## src/rtl/map_pkg.sv

```systemverilog
// Shared map cell codes, FSM states and sprite cell-rewrite helpers for the map RAM writer.
package map_pkg;

  localparam int CELL_W        = 4;
  localparam int MAP_W_DEFAULT = 40;
  localparam int MAP_H_DEFAULT = 30;

  typedef enum logic [CELL_W-1:0] {
    EMPTY      = 4'd0,
    WALL       = 4'd1,
    DOT        = 4'd2,
    PILL       = 4'd3,
    PAC        = 4'd4,
    GHOST      = 4'd5,
    GHOST_DOT  = 4'd6,
    GHOST_PILL = 4'd7
  } cell_e;

  typedef enum logic [2:0] {
    INIT_RD,
    INIT_WR,
    IDLE,
    RM_RD,
    RM_WR,
    PUT_RD,
    PUT_WR
  } state_e;

  // Leaving a cell restores whatever the sprite was standing on.
  function automatic cell_e ghost_remove(cell_e c);
    case (c)
      GHOST, PAC: ghost_remove = EMPTY;
      GHOST_DOT:  ghost_remove = DOT;
      GHOST_PILL: ghost_remove = PILL;
      default:    ghost_remove = c;
    endcase
  endfunction

  function automatic cell_e ghost_put(cell_e c);
    case (c)
      EMPTY, PAC: ghost_put = GHOST;
      DOT:        ghost_put = GHOST_DOT;
      PILL:       ghost_put = GHOST_PILL;
      default:    ghost_put = c;
    endcase
  endfunction

endpackage

```

## src/rtl/map_cell_merge.sv

```systemverilog
// Combinational row splice: extracts the cell at a column and returns the row with a new cell in its place.
module map_cell_merge
  import map_pkg::*;
#(
  parameter int MAP_W = MAP_W_DEFAULT
) (
  input  logic [MAP_W*CELL_W-1:0]   row,
  input  logic [$clog2(MAP_W)-1:0]  col,
  input  cell_e                     new_cell,
  output logic [MAP_W*CELL_W-1:0]   merged_row,
  output cell_e                     old_cell
);

  localparam int ROW_W = MAP_W * CELL_W;
  localparam int XW    = $clog2(MAP_W);

  // Kept separate from the splice so the caller may derive new_cell from old_cell.
  always_comb begin
    old_cell = EMPTY;
    for (int c = 0; c < MAP_W; c++) begin
      if (col == XW'(c)) old_cell = cell_e'(row[ROW_W-1-CELL_W*c -: CELL_W]);
    end
  end

  always_comb begin
    merged_row = row;
    for (int c = 0; c < MAP_W; c++) begin
      if (col == XW'(c)) merged_row[ROW_W-1-CELL_W*c -: CELL_W] = new_cell;
    end
  end

endmodule

```

## src/rtl/map_sprite_writer.sv

```systemverilog
// Map RAM writer: copies the map ROM into RAM after reset, then serialises sprite remove/put moves.
// Define MAP_WRITER_COLLIDE_EN to enable the pacman/ghost collide pulse.
module map_sprite_writer
  import map_pkg::*;
#(
  parameter  int MAP_W = MAP_W_DEFAULT,
  parameter  int MAP_H = MAP_H_DEFAULT,
  parameter  int N_SPR = 3,
  localparam int ROW_W = MAP_W * CELL_W,
  localparam int XW    = $clog2(MAP_W),
  localparam int YW    = $clog2(MAP_H)
) (
  input  logic               CLOCK_50,
  input  logic               reset,
  input  logic [N_SPR*XW-1:0] curr_x,
  input  logic [N_SPR*YW-1:0] curr_y,
  input  logic [N_SPR*XW-1:0] next_x,
  input  logic [N_SPR*YW-1:0] next_y,
  output logic [YW-1:0]      rom_addr,
  input  logic [ROW_W-1:0]   rom_data,
  input  logic [ROW_W-1:0]   redata,
  output logic               wren,
  output logic [YW-1:0]      wraddr,
  output logic [ROW_W-1:0]   wrdata,
  output logic [N_SPR-1:0]   done,
  output logic               init_done,
  output logic               busy,
  output logic               dot_eaten,
  output logic               pill_eaten,
  output logic               collide
);

  localparam int SW = (N_SPR > 1) ? $clog2(N_SPR) : 1;

  state_e           state, state_nxt;
  logic [YW-1:0]    row, row_nxt;
  logic [SW-1:0]    sel, sel_nxt, cand;
  logic             skip, skip_nxt;
  logic             init_done_q, init_done_nxt;
  logic [N_SPR-1:0] done_q, done_c, pending, in_range;
  logic             any_pend;
  logic [XW-1:0]    sel_cx, sel_nx, merge_col;
  logic [YW-1:0]    sel_cy, sel_ny, wraddr_c;
  logic             wren_c, dot_c, pill_c;
  cell_e            old_cell, new_cell;
  logic [ROW_W-1:0] merged_row;

  assign sel_cx = curr_x[sel*XW +: XW];
  assign sel_cy = curr_y[sel*YW +: YW];
  assign sel_nx = next_x[sel*XW +: XW];
  assign sel_ny = next_y[sel*YW +: YW];

  // A sprite that just completed is masked for one cycle while upstream catches curr up to next.
  always_comb begin
    pending  = '0;
    in_range = '0;
    for (int i = 0; i < N_SPR; i++) begin
      pending[i]  = ((curr_x[i*XW +: XW] != next_x[i*XW +: XW]) ||
                     (curr_y[i*YW +: YW] != next_y[i*YW +: YW])) && !done_q[i];
      in_range[i] = (32'(curr_x[i*XW +: XW]) < MAP_W) && (32'(next_x[i*XW +: XW]) < MAP_W) &&
                    (32'(curr_y[i*YW +: YW]) < MAP_H) && (32'(next_y[i*YW +: YW]) < MAP_H);
    end
  end

  always_comb begin
    any_pend = 1'b0;
    cand     = '0;
    for (int i = N_SPR - 1; i >= 0; i--) begin
      if (pending[i]) begin
        any_pend = 1'b1;
        cand     = SW'(i);
      end
    end
  end

  assign merge_col = (state == RM_WR) ? sel_cx : sel_nx;
  assign new_cell  = (state == RM_WR) ? ghost_remove(old_cell) :
                     ((sel == '0) ? PAC : ghost_put(old_cell));

  map_cell_merge #(.MAP_W(MAP_W)) u_merge (
    .row        (redata),
    .col        (merge_col),
    .new_cell   (new_cell),
    .merged_row (merged_row),
    .old_cell   (old_cell)
  );

  always_ff @(posedge CLOCK_50) begin
    if (reset) begin
      state       <= INIT_RD;
      row         <= '0;
      sel         <= '0;
      skip        <= 1'b0;
      init_done_q <= 1'b0;
      done_q      <= '0;
    end else begin
      state       <= state_nxt;
      row         <= row_nxt;
      sel         <= sel_nxt;
      skip        <= skip_nxt;
      init_done_q <= init_done_nxt;
      done_q      <= done_c;
    end
  end

  always_comb begin
    state_nxt     = state;
    row_nxt       = row;
    sel_nxt       = sel;
    skip_nxt      = skip;
    init_done_nxt = init_done_q;
    wraddr_c      = '0;
    wren_c        = 1'b0;
    done_c        = '0;
    dot_c         = 1'b0;
    pill_c        = 1'b0;
    case (state)
      INIT_RD: begin
        wraddr_c  = row;
        state_nxt = INIT_WR;
      end
      INIT_WR: begin
        wraddr_c = row;
        wren_c   = 1'b1;
        if (row == YW'(MAP_H - 1)) begin
          init_done_nxt = 1'b1;
          state_nxt     = IDLE;
        end else begin
          row_nxt   = row + 1'b1;
          state_nxt = INIT_RD;
        end
      end
      IDLE: begin
        // Out-of-range coordinates bypass the RAM entirely and just acknowledge.
        if (any_pend) begin
          sel_nxt   = cand;
          skip_nxt  = !in_range[cand];
          state_nxt = in_range[cand] ? RM_RD : PUT_WR;
        end
      end
      RM_RD: begin
        wraddr_c  = sel_cy;
        state_nxt = RM_WR;
      end
      RM_WR: begin
        wraddr_c  = sel_cy;
        wren_c    = 1'b1;
        state_nxt = PUT_RD;
      end
      PUT_RD: begin
        wraddr_c  = sel_ny;
        state_nxt = PUT_WR;
      end
      PUT_WR: begin
        wraddr_c  = sel_ny;
        wren_c    = !skip && (old_cell != WALL);
        done_c    = N_SPR'(1) << sel;
        dot_c     = !skip && (sel == '0) && (old_cell == DOT);
        pill_c    = !skip && (sel == '0) && (old_cell == PILL);
        state_nxt = IDLE;
      end
      default: state_nxt = INIT_RD;
    endcase
  end

  // Reset masks every strobe so an interrupted move never lands a partial write.
  assign wren       = wren_c & ~reset;
  assign wraddr     = reset ? '0 : wraddr_c;
  assign rom_addr   = reset ? '0 : row;
  assign wrdata     = (state == INIT_WR) ? rom_data : merged_row;
  assign done       = reset ? '0 : done_c;
  assign dot_eaten  = dot_c & ~reset;
  assign pill_eaten = pill_c & ~reset;
  assign init_done  = init_done_q & ~reset;
  assign busy       = reset || (state != IDLE);

`ifdef MAP_WRITER_COLLIDE_EN
  assign collide = !reset && (state == PUT_WR) && !skip &&
                   (((sel == '0) && (old_cell inside {GHOST, GHOST_DOT, GHOST_PILL})) ||
                    ((sel != '0) && (old_cell == PAC)));
`else
  assign collide = 1'b0;
`endif

endmodule

```

## config.mk

```make
export PLATFORM = sky130hd
export DESIGN_NAME = map_sprite_writer
export DESIGN_NICKNAME = d
export VERILOG_FILES = /design/src/rtl/map_pkg.sv /design/src/rtl/map_cell_merge.sv /design/src/rtl/map_sprite_writer.sv
export SDC_FILE = /design/constraint.sdc
export NUM_CORES = 1
export LEC_CHECK = 0
export ABC_CLOCK_PERIOD_IN_PS = 5600
export BUFFER_PORTS_ARGS = -buffer_cell sky130_fd_sc_hd__clkbuf_2
export CAP_MARGIN = 10
export CORE_AREA = 2 2 220 222
export CTS_CLUSTER_SIZE = 25
export DETAILED_ROUTE_END_ITERATION = 16
export DIE_AREA = 0 0 222 224
export GPL_TIMING_DRIVEN = 0
export PLACE_DENSITY_LB_ADDON = 0.25
export SYNTH_ARGS = -nofsm -noshare
export SYNTH_HDL_FRONTEND = slang
export SYNTH_HIERARCHICAL = 1
export SYNTH_SLANG_ARGS = --single-unit
```

## constraint.sdc

```tcl
create_clock -name CLOCK_50 -period 5.6 [get_ports CLOCK_50]
set_input_delay 1.12 -clock CLOCK_50 [delete_from_list [all_inputs] [get_ports CLOCK_50]]
set_output_delay 1.12 -clock CLOCK_50 [all_outputs]
set_load 0.01 [all_outputs]
```

==> impl_metrics.ini, run 1 <==
[cells_and_area]
areaGrowthSynthToFinish_pct = 65.6
n_antenna_cell = 0
final_area_um2 = 13400
drive_above_1_share_pct = 67.6
final_common_cell = clkbuf_2
layout_common_cells = clkbuf_2 (557), mux2_2 (217), nand2_1 (66), mux2_4 (66)
final_nets = 1965

[floorplanning]
coreArea_um2 = 47300
rows = 80
initial_core_util_pct = 17.0
die-area_um2 = 49700
die_h_um = 224
fp.dieW_um = 222
ios = 567

[grt]
grt_max_degree = 11
track_usage_pct = 24.5
grt_first_pass_wirelength_um = 87400
grt_pass1_vias = 11436
antenna_found_initial = 4
grt.overflow.total = 0

[placed_design]
hpwl_um = 52000
gp_congestion = 0.881
place_area_um2 = 11700
portBuffers = 564

[flow_run]
maxCapViolCount = 0

[cts]
cts_tree = yes
cts_buffer_depth = 2
cts.sinks = 15
htree_num_levels = 1
clkTransAtPathRegs_ns = 0.05
cts_buffers = 3
clk_latency_ns = 0.25
cts_root_buf = clkbuf_16
hold_buffers = 0

[sta]
fin_crit_ns = 6.68
skew_ns = 0.00366
setup_viol = 163
min_period_over_period_pct = 119
slew_headroom_pct = 26.7
hold_viol_final = 0
rsz0062_at_grt = true
slew_violations = 0
fmax_ghz = 0.150
fin_tns_setup_ns = -140.22
tightest_slew_ns = 1.09
worst_slack_ns = -1.08

[worst_setup_path]
worst_setup_path_end_kind = primary output
worstSetupPathType = in2out
r2r-end = init_done_q
reg2reg_depth = 6
crit_arrival_ns = 5.56
r2r-start = state[0]
cp.required_ns = 4.48
startpoint = curr_x[12]
critPathCapture = wrdata[44]
crit_fanout = 10
r2r_slack_ns = 2.94
cp-start-kind = input port

[synthesis]
ys_async_sr_fraction_pct = 0
synthCells = 966
syn-cell-area_um2 = 8070
seq_area_frac_synth_pct = 3.72
synth-edff-count = 0
postSynthAreaPerCell_um2 = 8.36
synth_cell_types = 84
synthFlopType = dfxtp_1
ys_seq_elements = 15
synth_fp_nets = 1356
ys_warn_count = 6

[detailed_routing]
vias = 10862
ant_nets = 0
finalWirelength_um = 64200
initialDrtViolationCount = 599
drcViolationCount = 0
viasPerCell = 4.96
routedWlPerCell_um = 29.3
dr.pass1.iters = 5

[run_status]
status = finished with violations
violations = negative setup slack

[power]
vdd_drop_max_v = 0.0000749
p_clk_share_pct = 10.2
p_switching_uw = 690
p_int_uw = 789
switching_share_pct = 46.6
seqPwrFrac_pct = 7.9
power.density_nw_per_um2 = 111
leakage_nw = 6.26
power_frac_comb_pct = 81.9

[hold_path]
min_path_type = reg2reg
whs_path_depth = 2
-- cells by family after synthesis --
group                    share of synthesized area [%]
XOR/XNOR                                          4.12
AO/OA/AOI/OAI                                     17.2
adder cells (fa/ha/maj)                          0.310
flip-flops                                        3.72
AND/OR/NAND/NOR                                   16.0
buffers and inverters                             5.95
other                                           0.0465
multiplexers                                      52.6
-- power by group through the flow --
stage / Clock (mW) / Sequential, mW / Combinational [mW]
6_report: 0.150 / 0.117 / 1.21
5_1_grt: 0.157 / 0.119 / 1.29
3_3_place_gp: 0 / 0.120 / 1.08
2_1_floorplan: 0 / 0.117 / 0.564
4_1_cts: 0.153 / 0.117 / 1.19
3_5_place_dp: 0 / 0.120 / 1.08
-- registers in the layout, summed over array words and instances, names as in the netlist --
name         flops
done_q           3
init_done_q      1
row              5
sel              2
skip             1
state            3
-- stage by stage --
| step | setup WS (ns) | cells | hold slack, ns | power, mW | utilization (%) |
|---|---|---|---|---|---|
| finish | -1.08 | 2189 | 0.460 | 1.48 | 28.2 |
| global route | -1.12 | 2189 | 0.503 | 1.56 | 28.2 |
| CTS | -1.09 | 2184 | 0.465 | 1.46 | 27.8 |
| detailed placement | -2.98 | 2145 | 0.452 | 1.20 | 24.7 |
| global placement | -2.90 | 2145 | 0.445 | 1.20 | 24.7 |
| floorplan | -0.0151 | 966 | 0.429 | 0.681 | - |
-- final cells by class --
class / count / area [µm²]
plain buffers: 87 / 861
clock buffers: 4 / 78.8
fillers: 5242 / 34000
inverters: 7 / 26.3
multi-input cells: 853 / 7900
flip-flops and latches: 15 / 300
well taps: 615 / 769
repair buffers: 608 / 3430
-- how the worst min path moves through the flow --
stage                           start          end  slack (ns)
final                     init_done_q  init_done_q        0.46
after global routing      init_done_q  init_done_q        0.50
after CTS                 init_done_q  init_done_q        0.47
after detailed placement  init_done_q  init_done_q        0.45
after global placement    init_done_q  init_done_q        0.45
after floorplan           init_done_q  init_done_q        0.43
-- cell usage after synthesis (5+ instances only) --
library cell | count | share of area [%]
nand2_1 | 72 | 3.3
xor2_1 | 33 | 3.6
mux4_2 | 5 | 1.4
nand2b_1 | 7 | 0.54
dfxtp_1 | 15 | 3.7
buf_4 | 14 | 1.3
buf_2 | 30 | 1.9
o21ai_0 | 49 | 3.0
or3_1 | 5 | 0.39
a31oi_1 | 10 | 0.78
mux2_1 | 80 | 11
nor4_2 | 6 | 0.93
a221oi_1 | 10 | 1.1
a2bb2oi_1 | 7 | 0.76
nor2_1 | 57 | 2.7
mux2_2 | 256 | 36
o221ai_1 | 5 | 0.54
nor2b_1 | 11 | 0.85
a211oi_1 | 7 | 0.65
inv_1 | 6 | 0.28
o22ai_1 | 14 | 1.1
xnor2_1 | 5 | 0.54
clkbuf_1 | 42 | 2.0
o31ai_1 | 5 | 0.47
a21oi_1 | 35 | 2.2
o211ai_1 | 9 | 0.84
nor4_1 | 6 | 0.47
a22o_1 | 5 | 0.54
nor3_1 | 9 | 0.56
a21o_1 | 6 | 0.56
mux2i_1 | 35 | 4.3
nor3b_1 | 7 | 0.65
nand4_1 | 12 | 0.93
nand3_1 | 11 | 0.68
-- critical path, stage by stage --
cell,delay [ns]
clkbuf_2,0.10
mux2_2,0.27
a21oi_1,0.24
o22ai_2,0.15
buf_4,0.19
buf_6,0.17
nand2_1,0.24
buf_4,0.32
nor2_1,0.10
a221oi_1,0.31
o311ai_2,0.25
o2111ai_2,0.17
nand4_1,0.33
inv_1,0.21
a21oi_2,0.05
a21oi_2,0.18
a21oi_4,0.06
buf_12,0.20
clkbuf_16,0.17
mux2_4,0.28
mux2_4,0.29
buf_8,0.13
-- layer usage --
layer | vias up | part of all wire (%) | global-route usage (%)
li1 | 4918 | - | -
met3 | 53 | 5.7 | 3.32
met5 | - | 0.014 | 0
met1 | 5356 | 43 | 31.8
met2 | 533 | 49 | 43.8
met4 | 2 | 1.6 | 3.92
-- timing repair --
item / in CTS / in global routing
pin swaps: 19 / 13
cloned: 7 / 1
gates resized for setup: 249 / 57
buffers inserted: 32 / 4
endpoints found under the setup margin: 163 / 163
(Power assumes the default switching activity.)
==> run 2, diff against run 1 <==
--- a/config.mk
+++ b/config.mk
@@ -8,10 +8,10 @@
 export ABC_CLOCK_PERIOD_IN_PS = 5600
 export BUFFER_PORTS_ARGS = -buffer_cell sky130_fd_sc_hd__clkbuf_2
 export CAP_MARGIN = 10
-export CORE_AREA = 2 2 220 222
+export CORE_AREA = 2 2 221 223
 export CTS_CLUSTER_SIZE = 25
 export DETAILED_ROUTE_END_ITERATION = 16
-export DIE_AREA = 0 0 222 224
+export DIE_AREA = 0 0 223 225
 export GPL_TIMING_DRIVEN = 0
 export PLACE_DENSITY_LB_ADDON = 0.25
 export SYNTH_ARGS = -nofsm -noshare
==> impl_metrics.ini, run 2 (same netlist as run 1, synthesis figures left out) <==
[run_status]
status = finished with violations
violations = negative setup slack

[power]
power.density_nw_per_um2 = 112
power_frac_comb_pct = 83.7
p_int_uw = 895
leakage_nw = 6.86
p_switching_uw = 721
vdd_drop_max_v = 0.0000812
p_clk_share_pct = 9.0
seqPwrFrac_pct = 7.3
switching_share_pct = 44.6

[sta]
fin_crit_ns = 6.69
slew_violations = 0
worst_slack_ns = -1.09
skew_ns = 0.00414
setup_viol = 163
rsz0062_at_grt = true
hold_viol_final = 0
tightest_slew_ns = 1.18
slew_headroom_pct = 20.8
fmax_ghz = 0.149
whs_ns = 0.472
min_period_over_period_pct = 120

[worst_setup_path]
crit_arrival_ns = 5.57
crit_fanout = 6
path_cells = buf_8, mux4_2, mux2_4, buf_8, buf_8, nor4b_4, buf_4, nand2_4, o221a_4, o211ai_1, a32oi_2, buf_4, buf_6, a21boi_4, buf_12, buf_8, buf_12, mux2_4, mux2_4, buf_6
worstSetupPathType = in2out
cp-start-kind = input port
r2r_slack_ns = 2.90
worst_setup_path_end_kind = primary output
cpPeakStageDelay_ns = 0.47
reg2reg_depth = 6
cp_common_cell = buf_8
slowest_stage = mux4_2
cp.required_ns = 4.48

[cells_and_area]
final_nets = 1989
top_regs = row (5), done_q (3), state (3)
layout_common_cells = clkbuf_2 (507), mux2_2 (188), mux2_4 (137)
final_area_um2 = 14500
largest_reg_flops = 5
areaGrowthSynthToFinish_pct = 79.1
postLayoutCoreUtil_pct = 30.4
drive_above_1_share_pct = 71.9
n_fill_cell = 5122
regMostFlops = row
final_common_cell = clkbuf_2

[placed_design]
dp_slack_ns = -2.99
hpwl_um = 51500
gp_congestion = 0.854
place_area_um2 = 11700
portBuffers = 564

[cts]
cts_buffers = 3
cts_tree = yes
htree_num_levels = 1
clk_latency_ns = 0.25
clkTransAtPathRegs_ns = 0.05
hold_buffers = 0
cts_buffer_depth = 2
cts.sinks = 15
cts_root_buf = clkbuf_16

[detailed_routing]
viasPerCell = 4.99
dr.pass1.iters = 7
initialDrtViolationCount = 652
finalWirelength_um = 65400
vias = 11043
ant_nets = 0
drcViolationCount = 0
routedWlPerCell_um = 29.5

[floorplanning]
ios = 567
initial_core_util_pct = 17.0
die_h_um = 225
die-area_um2 = 50200
fp.dieW_um = 223
rows = 80
coreArea_um2 = 47500

[hold_path]
whs_path_depth = 2
min_path_type = reg2reg

[grt]
grt_max_degree = 11
antenna_found_initial = 7
track_usage_pct = 24.1
grt.overflow.total = 0
grt_first_pass_wirelength_um = 86600
grt_pass1_vias = 11540

[flow_run]
maxCapViolCount = 0
==> run 2: cell count changes in the layout (fill, tap and decap cells not counted), moves of 3 or more <==
cell / previous run / this run
buf_12: 5 / 13
buf_2: 13 / 17
buf_4: 53 / 65
buf_6: 22 / 78
clkbuf_2: 557 / 507
clkbuf_8: 9 / 2
mux2_1: 53 / 11
mux2_2: 217 / 188
mux2_4: 66 / 137
o21ai_0: 41 / 38
==> run 2: cell type report <==
type | count | area (µm²) | share of cell area [%]
buffer | 84 | 880 | 6.09
inverter | 7 | 31.3 | 0.216
timing repair buffer | 635 | 4050 | 28.0
tap | 615 | 769 | 5.32
multi-input combinational | 853 | 8340 | 57.7
antenna | 1 | 2.50 | 0.0173
clock buffer | 4 | 78.8 | 0.545
sequential | 15 | 303 | 2.10
==> run 2: per-stage QoR <==
step           instances  total power [mW]  setup TNS [ns]
2_1_floorplan        966             0.681         -0.0302
3_3_place_gp        2145              1.20         -396.25
3_5_place_dp        2145              1.20         -397.13
4_1_cts             2205              1.50         -146.12
5_1_grt             2213              1.69         -158.47
6_report            2214              1.62         -146.74
==> run 2: metal layers <==
metal | part of all wire [%] | up-vias | wire length, µm | global-route usage, %
met5 | 0.041 | - | 27 | 0
met4 | 2.3 | 4 | 1530 | 4.14
met3 | 5.8 | 70 | 3790 | 2.63
met2 | 49 | 574 | 32000 | 43.3
met1 | 43 | 5433 | 28000 | 31.4
li1 | - | 4962 | - | -
==> run 2: final timing paths <==
check               from           to
max           next_x[11]   wrdata[83]
min reg2reg  init_done_q  init_done_q
min          init_done_q  init_done_q
max reg2reg     state[2]  init_done_q
==> run 2: repair_timing <==
action / CTS / global route
gates cloned: 9 / 6
pin swaps: 16 / 22
setup buffers: 51 / 10
setup endpoints to repair: 163 / 163
resized for setup: 319 / 229
==> run 2: power by group through the flow <==
stage	combinational (mW)	sequential, mW	clock, mW
CTS	1.24	0.118	0.149
global route	1.42	0.119	0.153
floorplan	0.564	0.117	0
detailed placement	1.08	0.120	0
finish	1.35	0.118	0.146
global placement	1.08	0.120	0
==> run 2: worst max-delay path, delay by kind of cell <==
kind            cells  cell delay [ns]
buf+inv            10             1.48
simple gates        2             0.38
mux                 4             1.36
compound gates      4             1.20
